--- src/rtl/uart_tx_if.sv ---
// Host-side byte stream into the UART transmitter plus its serial line and status.
// No latency of its own; pure grouping of the transmitter's host signals.
// Backpressure: the host may only push while ready is high; other pushes are dropped.
interface uart_tx_if;
  logic [7:0] data_out;
  logic       send;
  logic       ready;
  logic       tx;
  logic       busy;

  // Host side: drives bytes, watches flow control, line and status
  modport master (
    output data_out,
    output send,
    input  ready,
    input  tx,
    input  busy
  );

  // Transmitter side
  modport slave (
    input  data_out,
    input  send,
    output ready,
    output tx,
    output busy
  );
endinterface

--- src/rtl/uart_tx.sv ---
// UART transmitter: queued bytes go out as start, 8 data bits LSB first, [even parity], stop.
// Latency: a byte pushed into an idle, empty transmitter drives the start bit two edges later.
// Backpressure: ready = FIFO not full; a send while full is dropped. Frames run back-to-back.
// Optional feature: define UART_TX_PARITY_EN to insert an even-parity bit before the stop bit.
module uart_tx #(
  parameter int CLKS_PER_BIT = 8,
  parameter int FIFO_DEPTH   = 4
) (
  input  logic      clk,
  input  logic      rst,
  uart_tx_if.slave  bus
);

  localparam int CW = (CLKS_PER_BIT > 1) ? $clog2(CLKS_PER_BIT) : 1;
  localparam int PW = $clog2(FIFO_DEPTH);
  localparam logic [CW-1:0] BAUD_LAST = CW'(CLKS_PER_BIT - 1);
  localparam logic [PW:0]   DEPTH_L   = (PW + 1)'(FIFO_DEPTH);

`ifdef UART_TX_PARITY_EN
  typedef enum logic [2:0] {IDLE, START, DATA, PARITY, STOP} state_t;
`else
  typedef enum logic [2:0] {IDLE, START, DATA, STOP} state_t;
`endif

  // Input FIFO storage and bookkeeping
  logic [7:0]    mem [FIFO_DEPTH];
  logic [PW-1:0] wr_ptr;
  logic [PW-1:0] rd_ptr;
  logic [PW:0]   count;
  logic          full;
  logic          empty;
  logic          push;
  logic          pop;
  logic [7:0]    head;

  // Transmit engine
  state_t        state;
  logic [CW-1:0] baud_cnt;
  logic [2:0]    bit_cnt;
  logic [7:0]    shift;
  logic          tx_q;
  logic          baud_done;
`ifdef UART_TX_PARITY_EN
  logic          parity_q;
`endif

  assign full      = (count == DEPTH_L);
  assign empty     = (count == '0);
  assign head      = mem[rd_ptr];
  assign baud_done = (baud_cnt == BAUD_LAST);
  assign push      = bus.send && !full;
  // The engine takes a byte when idle, or on the final stop cycle so the next start bit follows with no gap
  assign pop       = !empty && ((state == IDLE) || ((state == STOP) && baud_done));

  assign bus.ready = !full;
  assign bus.tx    = tx_q;
  assign bus.busy  = (state != IDLE) || !empty;

  // FIFO data array: written on accepted pushes only, contents need no reset
  always_ff @(posedge clk) begin
    if (push) begin
      mem[wr_ptr] <= bus.data_out;
    end
  end

  // FIFO pointers and occupancy; simultaneous push and pop leave the count unchanged
  always_ff @(posedge clk) begin
    if (rst) begin
      wr_ptr <= '0;
      rd_ptr <= '0;
      count  <= '0;
    end else begin
      if (push) wr_ptr <= wr_ptr + 1'b1;
      if (pop)  rd_ptr <= rd_ptr + 1'b1;
      case ({push, pop})
        2'b10:   count <= count + 1'b1;
        2'b01:   count <= count - 1'b1;
        default: count <= count;
      endcase
    end
  end

  // Frame sequencer; tx is registered from the current state so it trails the state by one edge
  always_ff @(posedge clk) begin
    if (rst) begin
      state    <= IDLE;
      baud_cnt <= '0;
      bit_cnt  <= '0;
      shift    <= '0;
      tx_q     <= 1'b1;
`ifdef UART_TX_PARITY_EN
      parity_q <= 1'b0;
`endif
    end else begin
      case (state)
        IDLE: begin
          tx_q     <= 1'b1;
          baud_cnt <= '0;
          if (!empty) begin
            shift    <= head;
            bit_cnt  <= '0;
            state    <= START;
`ifdef UART_TX_PARITY_EN
            parity_q <= ^head;
`endif
          end
        end
        START: begin
          tx_q <= 1'b0;
          if (baud_done) begin
            baud_cnt <= '0;
            state    <= DATA;
          end else begin
            baud_cnt <= baud_cnt + 1'b1;
          end
        end
        DATA: begin
          tx_q <= shift[0];
          if (baud_done) begin
            baud_cnt <= '0;
            shift    <= {1'b0, shift[7:1]};
            if (bit_cnt == 3'd7) begin
`ifdef UART_TX_PARITY_EN
              state <= PARITY;
`else
              state <= STOP;
`endif
            end else begin
              bit_cnt <= bit_cnt + 1'b1;
            end
          end else begin
            baud_cnt <= baud_cnt + 1'b1;
          end
        end
`ifdef UART_TX_PARITY_EN
        PARITY: begin
          tx_q <= parity_q;
          if (baud_done) begin
            baud_cnt <= '0;
            state    <= STOP;
          end else begin
            baud_cnt <= baud_cnt + 1'b1;
          end
        end
`endif
        STOP: begin
          tx_q <= 1'b1;
          if (baud_done) begin
            baud_cnt <= '0;
            if (!empty) begin
              shift    <= head;
              bit_cnt  <= '0;
              state    <= START;
`ifdef UART_TX_PARITY_EN
              parity_q <= ^head;
`endif
            end else begin
              state <= IDLE;
            end
          end else begin
            baud_cnt <= baud_cnt + 1'b1;
          end
        end
        default: begin
          tx_q     <= 1'b1;
          baud_cnt <= '0;
          state    <= IDLE;
        end
      endcase
    end
  end

endmodule

--- src/flat_wrapper.sv ---
// flat-port wrapper written by rule: the top's interface ports become plain ports
module uart_tx_flat 
#(
  parameter int CLKS_PER_BIT = 8,
  parameter int FIFO_DEPTH   = 4
)
  (clk, rst, bus_data_out, bus_send, bus_ready, bus_tx, bus_busy);
  uart_tx_if bus_i ();
  input  logic clk;
  input  logic rst;
  input wire logic [$bits(bus_i.data_out)-1:0] bus_data_out;
  input wire logic [$bits(bus_i.send)-1:0] bus_send;
  output wire logic [$bits(bus_i.ready)-1:0] bus_ready;
  output wire logic [$bits(bus_i.tx)-1:0] bus_tx;
  output wire logic [$bits(bus_i.busy)-1:0] bus_busy;
  assign bus_i.data_out = bus_data_out;
  assign bus_i.send = bus_send;
  assign bus_ready = bus_i.ready;
  assign bus_tx = bus_i.tx;
  assign bus_busy = bus_i.busy;
  uart_tx #(.CLKS_PER_BIT(CLKS_PER_BIT), .FIFO_DEPTH(FIFO_DEPTH)) u_core (.clk(clk), .rst(rst), .bus(bus_i));
endmodule
--- config.mk ---
export PLATFORM = sky130hd
export DESIGN_NAME = uart_tx_flat
export DESIGN_NICKNAME = d
export VERILOG_FILES = /design/src/rtl/uart_tx_if.sv /design/src/rtl/uart_tx.sv /design/src/flat_wrapper.sv
export SDC_FILE = /design/constraint.sdc
export NUM_CORES = 1
export LEC_CHECK = 0
export BUFFER_PORTS_ARGS = -buffer_cell sky130_fd_sc_hd__buf_2
export CORE_MARGIN = 1
export CORE_UTILIZATION = 45
export DETAILED_ROUTE_END_ITERATION = 12
export REMOVE_ABC_BUFFERS = 1
export SLEW_MARGIN = 10
export SYNTH_ARGS = -nofsm -noshare
export SYNTH_HDL_FRONTEND = slang
export SYNTH_SLANG_ARGS = --single-unit
--- constraint.sdc ---
create_clock -name clk -period 3.5 [get_ports clk]
set_input_delay 0.7 -clock clk [delete_from_list [all_inputs] [get_ports clk]]
set_output_delay 0.7 -clock clk [all_outputs]
set_load 0.005 [all_outputs]
Yosys cells after proc, flatten, opt, wreduce, memory -nomap -nowiden
Memories as Yosys holds them, arrays and structs flattened. A register that Yosys moved wholly into a read port is not among the register bits.
Index checks and enable logic that the tools add are counted.
Operators by class
  $add $sub $neg: 6
  eq/ne operators: 14
  muxes and demuxes: 22
  bitwise logic cells: 1
  reduce and logical (&&, ||, !) cells: 17
Operators with widths (count)
  $mux 3: 9
  $mux 8: 3
  $pmux 8 s3: 1
  $pmux 3 s4: 1
  $add 3x1->3 const B: 3
  $eq 3x3->1 const B: 3
  $pmux 3 s3: 1
  $ne 2x1->1 const B: 4
  $eq 3x2->1 const B: 2
  $logic_not 3->1: 2
  $pmux 3 s2: 1
  $reduce_bool 3->1: 2
  $reduce_or 3->1: 2
  $reduce_and 5->1: 1
  $add 2x1->2 const B: 2
  $mux 2: 2
  $ne 2x2->1 const B: 2
  $reduce_and 4->1: 1
  $eq 3x1->1 const B: 1
  $logic_and 1x1->1: 3
  $mux 1: 3
  $reduce_and 3->1: 1
  $sub 3x1->3 const B: 1
  $eq 2x1->1 const B: 1
  6 further kinds: 8
Word-level totals
  register bits after elaboration: 25
  memory bits (writable): 32
  bits of input ports: 11
  output and inout port bits: 3
  word-level logic and storage cells: 69
  memories kept: 1
Memories
  u_core.mem: depth 4, bits a word 8, rd ports 1, clocked after Yosys merged registers in 1, write ports 1, line uart_tx.sv:26  | logic [7:0] mem [FIFO_DEPTH];

Longest topological paths before layout
  depth in word-level cells: 6
  depth in mapped cells: 10
  gate-level depth less buffers: 9

Worst setup path after synthesis
OpenSTA, ideal clock, no wires.
  kind: register to register
  from: register u_core.baud_cnt[0]
  to: register u_core.count[2]
  setup time: 0.071 ns
  arrival time: 2.370 ns
  required time: 3.429 ns
  path slack: 1.059 ns
  stages on the path, launching flop included: 11
  buffers on the path: 1
  clock period less this slack: 2.441 ns
  path through: dfxtp_1 > ha_1 > ha_1 > clkbuf_1 > a21oi_1 > nor2_1 > ha_1 > fa_1 > xnor2_1 > or3_1 > a21oi_1
On the way
  cells in the longest elaborated chain, start to end: 6
  elaborated cells between the ends (all ways): 8
  those cells by class: eq/ne: 3; mux: 1; reduce/logical: 4
RTL lines
  start, declared: line uart_tx.sv:38  | logic [CW-1:0] baud_cnt;
  start signal, assigned: line uart_tx.sv:114  | baud_cnt <= baud_cnt + 1'b1;
  start signal, assigned: line uart_tx.sv:132  | baud_cnt <= baud_cnt + 1'b1;
  start signal, assigned: line uart_tx.sv:161  | baud_cnt <= baud_cnt + 1'b1;
  $eq 3x3->1 *: line uart_tx.sv:50  | assign baud_done = (baud_cnt == BAUD_LAST);
  $logic_and 1x1->1 *: line uart_tx.sv:53  | assign pop = !empty && ((state == IDLE) || ((state == STOP) && baud_done));
  $logic_or 1x1->1 *: line uart_tx.sv:53
  $logic_and 1x1->1 *: line uart_tx.sv:53
  $eq 2x1->1 or $eq 2x2->1 (tied branches): line uart_tx.sv:75  | case ({push, pop})
  $pmux 3 s2 or $reduce_bool 2->1 (tied branches)
  end signal, assigned: line uart_tx.sv:76  | 2'b10: count <= count + 1'b1;
  end signal, assigned: line uart_tx.sv:77  | 2'b01: count <= count - 1'b1;
  end signal, assigned: line uart_tx.sv:78  | default: count <= count;
  end, declared: line uart_tx.sv:29  | logic [PW:0] count;
Mark *: on every way between the ends. The rest lies on a longest branch, timed or not.
A chain may end at the register's enable or synchronous reset.

Worst setup path in the final report
Ends and elaborated chain as after synthesis.

==> flow_metrics.env <==
export IMPL_seq_area_frac_synth_pct=57.1
export IMPL_htreeDepth=3
export IMPL_async_flop_share_pct=0
export IMPL_fin_worst_skew_ns=0.00616
export IMPL_netlist_area_leader_share_pct=37.1
export IMPL_routedWlPerCell_um=16.1
export IMPL_pre_cts_ws_ns=0.893
export IMPL_die_area_um2=6070
export IMPL_synth_seq_cells=58
export IMPL_die_width_um=77.9
export IMPL_end_kind="register"
export IMPL_synth_area_per_cell_um2=13.0
export IMPL_cts_hold_buffers_added=0
export IMPL_start_kind="register"
export IMPL_critPathKind="reg -> reg"
export IMPL_synth_distinct_cells=47
export IMPL_insertion_delay_ns=0.33
export IMPL_io_pin_count=14
export IMPL_hold_viol=0
export IMPL_synthFlopType="edfxtp_1"
export IMPL_dp_hpwl_um=3180
export IMPL_postPlaceCellArea_um2=2690
export IMPL_power_density_nw_per_um2=868
export IMPL_clockRootBuffer="clkbuf_8"
export IMPL_power_uw=2510
export IMPL_yosysTopAreaCell="edfxtp_1"
export IMPL_rsz0062_at_grt="no"
export IMPL_nets=238
export IMPL_final_max_slew_viol_count=0
export IMPL_drt_pass1_iterations=5
export IMPL_vias=1608
export IMPL_ys_top_cells_by_area="edfxtp_1 (37%), dfxtp_1 (20%), ha_1 (6.8%)"
export IMPL_cp_arrival_ns=2.88
export IMPL_finalWirelength_um=4640
export IMPL_grt_overflow_total=0
export IMPL_yosysWarnings=0
export IMPL_synth_cell_area_um2=2590
export IMPL_initial_core_util_pct=46.8
export IMPL_max_slew_margin_pct=50.8
export IMPL_fmax_mhz=382
export IMPL_crit_chain="ha_1 -> ha_1 -> a21oi_1 -> nor2_1 -> ha_1 -> fa_1 -> xnor2_1 -> or3_1 -> a21oi_1"
export IMPL_diodes=0
export IMPL_via_per_inst=5.56
export IMPL_yosysMostFrequentCell="edfxtp_1"
export IMPL_clkTransAtPathRegs_ns=0.06
export IMPL_fin_area_um2=2900
export IMPL_track_usage_pct=17.8
export IMPL_finalCritPeriodShare_pct=74.7
export IMPL_netlist_top_cells_count="edfxtp_1 (32), dfxtp_1 (26), ha_1 (14), mux2_2 (14)"
export IMPL_numClockSinks=58
export IMPL_finalSetupTns_ns=0
export IMPL_synth_edf_count=32
export IMPL_maxCapViolations=0
export IMPL_hold_path_class="reg -> reg"
export IMPL_die_y_um=77.9
export IMPL_drc=0
export IMPL_place_congestion=0.731
export IMPL_rows=27
export IMPL_cts_resized_gates=0
export IMPL_syn_instance_count=199
export IMPL_cts_path_max_buffers=2
export IMPL_cp_num_buf_inv=0
export IMPL_fin_util_pct=52.3
export IMPL_worst_path_largest_cell_delay_ns=0.45
export IMPL_antenna_found_initial=0
export IMPL_period_needed_ns=2.62
export IMPL_area_growth_pct=11.8
export IMPL_crit_family="adder cells"
export IMPL_setup_slack_ns=0.884
export IMPL_cts_buffers=9
export IMPL_antenna_left=0
export IMPL_setup_viol_count_final=0
export IMPL_critPathMaxFanout=10
export IMPL_grt_max_degree=22
export IMPL_first_iter_violations=164
export IMPL_cts_tree="done"
export IMPL_cp_slowest_cell="fa_1"
export IMPL_grt_pass1_wl_um=7960
export IMPL_layout_drive_gt1_share_pct=24.4
export IMPL_coreArea_um2=5540
export IMPL_status="complete, no violations"
export IMPL_postCtsSetupBuffers=0
export IMPL_tightestPinTransition_ns=0.739
export IMPL_cp_common_cell="ha_1"
export IMPL_io_buffers=13
export IMPL_p_leak_uw=0.00106
export IMPL_critPathRequiredTime_ns=3.76
export IMPL_grt_pass1_vias=1671
export IMPL_vdd_drop_max_mv=0.355
==> state kept, by name, summed over array words and instances (netlist names), named ones only <==
register and count:
u_core.state 2, u_core.baud_cnt 3, u_core.bit_cnt 3, u_core.wr_ptr 2, u_core.bus.tx 1, u_core.mem 32, u_core.count 3, u_core.rd_ptr 2
u_core.shift 8
==> cell families (layout without fill, tap and decap cells) <==
group / after synthesis / count (layout) / synth area share, %
muxes: 18 / 18 / 8.11
DFF: 58 / 58 / 57.1
xor gates and xnor gates: 2 / 2 / 0.676
AOI/OAI and AO/OA: 43 / 43 / 13.2
buffers and inverters: 19 / 37 / 3.43
and+or+nand+nor: 44 / 44 / 9.89
adders and majority gates: 15 / 15 / 7.53
==> worst reg2reg max path: cells and delay by family, from the launching register on <==
family / cells / cell delay, ns
fa+ha+maj: 4 / 1.19
compound gates: 2 / 0.50
simple gates: 2 / 0.40
flops: 1 / 0.31
xor+xnor: 1 / 0.15
==> cell usage in the layout (no fill, tap or decap), drive strengths merged, types with 8 or more instances in the layout <==
master	netlist	layout
edfxtp	32	32
dfxtp	26	26
mux2	14	14
ha	14	14
buf	6	13
clkbuf	5	10
nand2	8	8
a21oi	8	8
nor2	8	8
==> final timing paths <==
kind,from,endpoint,slack [ns],depth (start not counted)
setup reg to reg,u_core.baud_cnt[0],u_core.count[2],0.88,9
hold / removal,u_core.baud_cnt[0],u_core.baud_cnt[0],0.44,1
hold reg to reg,u_core.baud_cnt[0],u_core.baud_cnt[0],0.44,1
setup / recovery,u_core.baud_cnt[0],u_core.count[2],0.88,9
==> per-layer routing <==
layer  vias up  track usage, %  share of wire, %
met4         0            10.0               1.6
met5         -               0                 0
met1       776            21.8                44
met2        36            28.6                49
li1        788               -                 -
met3         8            4.59               4.8
==> stage by stage <==
step / hold slack [ns] / instances
after floorplan: 0.404 / 188
after global placement: 0.418 / 273
after detailed placement: 0.439 / 273
after CTS: 0.448 / 289
after global routing: 0.476 / 289
final: 0.440 / 289
==> report_power, final <==
group	internal [µW]	leakage (µW)	switching (µW)	total [µW]
logic	420	0.000447	501	921
registers	843	0.000507	101	944
clock network	396	0.000104	254	649
==> area by class of cell <==
cell class,count,area (µm²)
Clock inverter,6,81.3
Sequential cell,58,1480
Inverter,8,30.0
Multi-Input combinational cell,122,1020
Clock buffer,10,128
Fill cell,504,2640
Tap cell,72,90.1
Timing Repair Buffer,13,65.1
No activity file was read; power rests on OpenSTA's default activity.
